## src/rtl/mem_arb_pkg.sv

```systemverilog
// mem_arb_pkg: shared encodings for the unified memory arbiter
package mem_arb_pkg;
   typedef enum logic [1:0] {IDLE = 2'b00, ACCESS = 2'b01, DONE = 2'b10} state_t;
   typedef enum logic [1:0] {NONE = 2'b00, OWN_I = 2'b01, OWN_D = 2'b10} owner_t;
   localparam int DEF_TIMEOUT = 16;
endpackage

```

## src/rtl/arb_pick.sv

```systemverilog
// arb_pick: combinational winner select between fetch and data requests
module arb_pick
   import mem_arb_pkg::*;
#(
   parameter int PRIORITY = 0
) (
   input  logic   i_req,
   input  logic   d_req,
   input  owner_t last_owner,
   output owner_t win
);
   // fixed priority may starve the fetch port; round-robin hands the tie to whoever did not go last
   always_comb
      win = (i_req && d_req) ? ((PRIORITY != 0 || last_owner == OWN_I) ? OWN_D : OWN_I)
          : d_req ? OWN_D : i_req ? OWN_I : NONE;
endmodule

```

## src/rtl/unified_mem_arbiter.sv

```systemverilog
// unified_mem_arbiter: shares one single-ported memory between the fetch and load/store ports,
// with req/ack handshake, one-cycle done pulses and a timeout abort
module unified_mem_arbiter
   import mem_arb_pkg::*;
#(
   parameter int ADDR_W   = 32,
   parameter int DATA_W   = 32,
   parameter int PRIORITY = 0,
   parameter int TIMEOUT  = DEF_TIMEOUT
) (
   input  logic              clk,
   input  logic              rst,
   input  logic              i_req,
   input  logic [ADDR_W-1:0] i_addr,
   output logic [DATA_W-1:0] i_rdata,
   output logic              i_done,
   input  logic              d_req,
   input  logic              d_we,
   input  logic [ADDR_W-1:0] d_addr,
   input  logic [DATA_W-1:0] d_wdata,
   output logic [DATA_W-1:0] d_rdata,
   output logic              d_done,
   output logic              m_req,
   output logic              m_we,
   output logic [ADDR_W-1:0] m_addr,
   output logic [DATA_W-1:0] m_wdata,
   input  logic [DATA_W-1:0] m_rdata,
   input  logic              m_ack,
   output logic              bus_err,
   output logic [1:0]        owner
);
   localparam int CW = TIMEOUT > 1 ? $clog2(TIMEOUT) : 1;
   state_t         state;
   owner_t         own, last_owner, win;
   logic [CW-1:0]  cnt;
   logic           tmo;
   assign tmo   = TIMEOUT != 0 && cnt == CW'(TIMEOUT - 1);
   assign owner = own;
   arb_pick #(.PRIORITY(PRIORITY)) u_pick (
      .i_req      (i_req),
      .d_req      (d_req),
      .last_owner (last_owner),
      .win        (win)
   );
   always_ff @(posedge clk or negedge rst)
      if (!rst) begin
         state      <= IDLE;
         own        <= NONE;
         last_owner <= OWN_D;
         cnt        <= '0;
         m_req      <= 1'b0;
         m_we       <= 1'b0;
         m_addr     <= '0;
         m_wdata    <= '0;
         i_rdata    <= '0;
         d_rdata    <= '0;
         i_done     <= 1'b0;
         d_done     <= 1'b0;
         bus_err    <= 1'b0;
      end else begin
         i_done  <= 1'b0;
         d_done  <= 1'b0;
         bus_err <= 1'b0;
         case (state)
            IDLE:
               if (win != NONE) begin
                  own     <= win;
                  m_req   <= 1'b1;
                  m_we    <= win == OWN_D && d_we;
                  m_addr  <= win == OWN_D ? d_addr : i_addr;
                  m_wdata <= win == OWN_D ? d_wdata : '0;
                  cnt     <= '0;
                  state   <= ACCESS;
               end
            ACCESS:
               if (m_ack || tmo) begin
                  // an aborted read returns zero so the core never consumes stale data
                  if (own == OWN_I) i_rdata <= m_ack ? m_rdata : '0;
                  else if (!m_we) d_rdata <= m_ack ? m_rdata : '0;
                  if (m_ack) last_owner <= own;
                  bus_err <= !m_ack;
                  i_done  <= own == OWN_I;
                  d_done  <= own == OWN_D;
                  m_req   <= 1'b0;
                  state   <= DONE;
               end else cnt <= cnt + 1'b1;
            DONE: begin
               own   <= NONE;
               state <= IDLE;
            end
            default: state <= IDLE;
         endcase
      end
endmodule

```

## config.mk

```make
export PLATFORM = sky130hd
export DESIGN_NAME = unified_mem_arbiter
export DESIGN_NICKNAME = d
export VERILOG_FILES = /design/src/rtl/mem_arb_pkg.sv /design/src/rtl/arb_pick.sv /design/src/rtl/unified_mem_arbiter.sv
export SDC_FILE = /design/constraint.sdc
export NUM_CORES = 1
export LEC_CHECK = 0
export ABC_CLOCK_PERIOD_IN_PS = 1770
export BUFFER_PORTS_ARGS = -buffer_cell sky130_fd_sc_hd__buf_2
export CAP_MARGIN = 20
export CORE_AREA = 3 3 116 118
export CTS_CLUSTER_SIZE = 10
export DETAILED_ROUTE_END_ITERATION = 10
export DIE_AREA = 0 0 119 121
export GPL_TIMING_DRIVEN = 0
export PLACE_DENSITY = 0.87
export SLEW_MARGIN = 20
export SYNTH_ARGS = -nofsm -noshare
export SYNTH_HDL_FRONTEND = slang
export SYNTH_SLANG_ARGS = --single-unit
```

## constraint.sdc

```tcl
create_clock -name clk -period 1.77 [get_ports clk]
set_input_delay 0.354 -clock clk [delete_from_list [all_inputs] [get_ports clk]]
set_output_delay 0.354 -clock clk [all_outputs]
set_load 0.02 [all_outputs]
```

---- After elaboration in Yosys (flattened, before gate mapping) ----
Index checks and enable logic that the tools add are counted.
word-level totals
  output and inout bits ................... 135
  register bits after elaboration ......... 143
  input bits .............................. 134
cells by class
  bitwise gates (word level) .............. 2
  muxes and demuxes ....................... 24
  equal/unequal tests ..................... 10
  add/subtract/negate cells ............... 1
  reduce and logical (&&, ||, !) cells .... 16
operator list
  operator               number
  $mux W32               3
  $mux W2                6
  $reduce_and A3 Y1      4
  $mux W1                9
  $mux W4                2
  $pmux W2 S2            2
  $pmux W4 S2            1
  $eq A2 B1 Y1 const B   3
  $eq A2 B2 Y1 const B   3
  $ne A2 B2 Y1 const B   3
  $reduce_and A2 Y1      3
  $reduce_bool A2 Y1     3
  $add A4 B1 Y4 const B  1
  $eq A4 B4 Y1 const B   1
  $reduce_and A4 Y1      1
  $logic_and A1 B1 Y1    2
  $logic_not A2 Y1       1
  $not A1 Y1             2
  $pmux W1 S2            1
  $logic_not A1 Y1       1
  $logic_or A1 B1 Y1     1

---- Depth between registers and ports, before layout ----
  word-level depth ........................ 6
  mapped depth ............................ 7

---- Hierarchy ----
Synthesis repeated with hierarchy kept, for this count alone.
unflattened totals
  cells, all modules ...................... 492
  area, all modules ....................... 5,960.7 µm²
by module, submodules not included
  module               cells each  area each (µm²)  sequential area each (µm²)  instances
  unified_mem_arbiter  488         5,930.7          3,579.7                     1
  arb_pick             4           30.0             0.0                         1

---- Least setup slack after synthesis ----
OpenSTA, ideal clock, no wires.
  path type ............................... register to register
  start point ............................. register own[1] (netlist: owner[1])
  end point ............................... register i_rdata[10]
  path buffers ............................ 1
  stages on the path, launching flop included .. 6
  arrival time ............................ 1,341 ps
  library setup time ...................... 122 ps
  clock period less this slack ............ 1,462 ps
  slack ................................... 308 ps
  cell sequence ........................... dfrtp_1 nand2b_1 nor2_4 nand2_2 buf_6 a32o_1
between the ends
  word-level cells in the longest chain between the ends .. 2
ends and longest elaborated chain
  item                                RTL line                   text
  start, declared                     unified_mem_arbiter.sv:34  owner_t own, last_owner, win;
  start signal, assigned              unified_mem_arbiter.sv:67  own <= win;
  $eq A2 B1 Y1                        unified_mem_arbiter.sv:78  if (own == OWN_I) i_rdata <= m_ack ? m_rdata : '0;
  $reduce_and A3 Y1 (no source line)  n/a
  end signal, assigned                unified_mem_arbiter.sv:78
  end, declared                       unified_mem_arbiter.sv:15  output logic [DATA_W-1:0] i_rdata,
No other way between the ends.
A chain may end at the register's enable or synchronous reset.

---- Final worst setup path ----
  start point ............................. register cnt[1]
  end point ............................... register d_rdata[19]
between the ends
  word-level cells in the longest chain between the ends .. 3
ends and longest elaborated chain
  item                                RTL line                   text
  start, declared                     unified_mem_arbiter.sv:35  logic [CW-1:0] cnt;
  start signal, assigned              unified_mem_arbiter.sv:86  end else cnt <= cnt + 1'b1;
  $eq A4 B4 Y1                        unified_mem_arbiter.sv:37  assign tmo = TIMEOUT != 0 && cnt == CW'(TIMEOUT - 1);
  $logic_or A1 B1 Y1                  unified_mem_arbiter.sv:76  if (m_ack || tmo) begin
  $reduce_and A4 Y1 (no source line)  n/a
  end signal, assigned                unified_mem_arbiter.sv:79  else if (!m_we) d_rdata <= m_ack ? m_rdata : '0;
  end, declared                       unified_mem_arbiter.sv:21  output logic [DATA_W-1:0] d_rdata,
No other way between the ends.

==> flow_summary.yaml <==
critical_path:
  crit_type: "flip-flop to flip-flop"
  start_kind: "flip-flop"
  required_ps: 2050
  critPathMaxFanout: 10
  worstSetupEndpointType: "flip-flop"
  regToRegSetupSlack_ps: 140
  r2r_cells: 6
  cp_data_arrival_time_ps: 1920
clock_network:
  clk_pin_slew_ps: 60
  numCtsBuffers: 17
  root_buffer: "clkbuf_16"
  clk_latency_ps: 420
  cts_tree: "yes"
  cts_sinks: 143
  post-cts-setup-buffers: 0
  htree_num_levels: 4
  clk_path_buf_depth: 2
synth:
  yosysSeqAreaShare_pct: 61.1
  synthFlopType: "dfrtp_1"
  yosys-top-cells-area: "dfrtp_1, nand2_1, a21oi_1, a32o_1, nand3_1"
  synth.most_common_cell: "nand2_1"
  synthCells: 596
  syn_nets: 731
  synth_commonest_cells: "nand2_1, dfrtp_1, a21oi_1, nand3_1, o21ai_0"
  synth_area_um2: 5860
  yosys_warnings: 0
  synth_edf_count: 0
  synthArstFlopShare_pct: 100
  ys_types: 36
  yosys.area.top_type_share_pct: 60.7
  synth_top_area_cell: "dfrtp_1"
  synth_seq_cells: 143
  syn_avg_cell_area_um2: 9.83
detailed_routing:
  vias_per_cell: 5.18
  drc: 0
  route.final.wire_length_um: 17800
  vias: 5539
  drt_iter0_markers: 453
  drt.antenna.violating_nets: 0
  wl_per_cell_um: 16.7
  drt-pass1-iter-count: 5
cells_and_area:
  antenna-diode-count: 0
  multi_input_area_um2: 2020
  nets: 1019
  drive_gt1_share_pct: 38.6
  syn2layout_area_growth_pct: 38.7
  n_fill_cell: 1073
  final-seq-area_um2: 3580
  stdcell_area_um2: 8130
floorplanning:
  die_area_um2: 14400
  die_x_um: 119
  initial_core_util_pct: 46.6
  die_h_um: 121
  fp-row-count: 41
  core_area_um2: 12600
  ios: 269
global_route:
  grt_overflow: 0
  grt_pass1_wl_um: 28100
  grt_pass1_vias: 5476
  grt_usage_pct: 24.8
  antenna_found_initial: 0
  grt_max_degree: 75
run:
  cap_violations: 0
sta:
  setup_ws_ps: 136
  max_slew.worst_pin.slew_ps: 536
  clock-skew-final_ps: 13.9
  slew_headroom_pct: 64.2
  setup_viol_count_final: 0
  period_share_pct: 92.3
  final-hold-violation-count: 0
  rsz0062_at_grt: "false"
  slew_violations: 0
  period_minus_slack_ps: 1630
  fmaxAchievable_ghz: 0.612
pwr:
  powerDensity_nw_per_um2: 2010
  peakVddDrop_v: 0.000989
  leakage_nw: 4.34
place:
  port-buffer-count: 267
  place_congestion: 0.832
  dpl_worst_slack_ps: 1.60
  placed_area_um2: 7450
  dp_hpwl_um: 13000
worst_hold_path:
  holdPathStages: 3
  worstHoldPathType: "primary input to flip-flop"
status:
  outcome: "finished, final reports clean"
## per-stage QoR
step | utilization, % | power [mW] | std cells | TNS [ps] | hold WS (ps)
floorplan | - | 9.85 | 596 | 0 | 58.4
global placement | 58.9 | 12.3 | 1035 | -232410 | 445
detailed placement | 59.2 | 12.5 | 1036 | 0 | 350
CTS | 64.5 | 16.4 | 1069 | 0 | 142
global route | 64.6 | 17.3 | 1069 | 0 | 139
finish | 64.6 | 16.3 | 1069 | 0 | 158
## flip-flops by register name (all words and copies together), names as in the netlist
| register | flops |
|---|---|
| d_done | 1 |
| bus_err | 1 |
| m_we | 1 |
| state | 2 |
| m_addr | 32 |
| m_req | 1 |
| i_rdata | 32 |
| d_rdata | 32 |
| m_wdata | 32 |
| i_done | 1 |
| last_owner | 2 |
| cnt | 4 |
| owner | 2 |
## kinds of logic (layout without fill, tap and decap cells)
family	after synthesis	in the layout	synth area share, %
buf+inv	51	352	4.66
flops	143	143	61.1
simple gates	252	252	17.9
fa+ha+maj	1	1	0.214
compound gates	147	147	15.8
mux	2	2	0.385
## placed cells by master (no fill, tap or decap), types with 2 or more instances in the layout
cell / Yosys / routed
nor2b_1: 2 / 2
nor3_1: 2 / 2
o21ai_0: 35 / 35
buf_4: 9 / 10
buf_2: 20 / 285
clkbuf_1: 10 / 7
inv_1: 5 / 5
a32o_1: 32 / 32
nand3_1: 35 / 35
bufinv_16: 0 / 4
buf_1: 3 / 3
nor2_1: 34 / 34
dfrtp_1: 142 / 142
clkbuf_16: 0 / 17
buf_6: 3 / 3
mux2_2: 2 / 2
clkinvlp_4: 0 / 6
o21ai_1: 3 / 3
clkbuf_8: 0 / 3
clkbuf_2: 0 / 2
a21oi_1: 68 / 68
nand2_1: 171 / 171
## what timing repair did
item | in CTS | in global routing
endpoints found under the hold margin | 68 | 0
hold buffers | 1 | 0
gates resized for setup | 2 | 8
setup endpoints to repair | 4 | 50
## worst max-delay path, cell delays in order, from the launching register on
cell	delay, ps
dfrtp_1	370
ha_1	240
a31o_4	220
nand4b_4	220
clkbuf_4	270
nand2_1	90
o21ai_0	80
## worst paths after layout
| path | end | from |
|---|---|---|
| worst max-delay path | d_rdata[19] | cnt[1] |
| worst min-delay path | m_wdata[6] | d_wdata[6] |
| worst max register to register | d_rdata[19] | cnt[1] |
| worst min register to register | m_wdata[30] | m_wdata[30] |
| max in group asynchronous | m_wdata[15] | rst |
| min in group asynchronous | d_rdata[0] | rst |
## report_power, final
part	leakage (nW)	switching, mW	internal (mW)
Clock	0.297	1.36	2.48
Sequential	1.80	0.845	4.78
Combinational	2.25	4.51	2.34
## routing by layer
layer  track usage [%]  share of wire, %  vias up
met1              28.4                37     2637
met5                 0                 0        -
met4              9.27               2.3        0
met2              43.6                52      261
met3              7.69               8.3       33
li1                  -                 -     2608
## cell type report
class	instances	share of cell area, %
plain buffers	45	3.19
clock buffers	20	5.74
clock inverters	12	2.25
inverters	6	0.277
multi-input cells	402	24.8
flip-flops and latches	143	44.1
well taps	172	2.65
repair buffers	269	17.0
No activity file was read; power rests on OpenSTA's default activity.
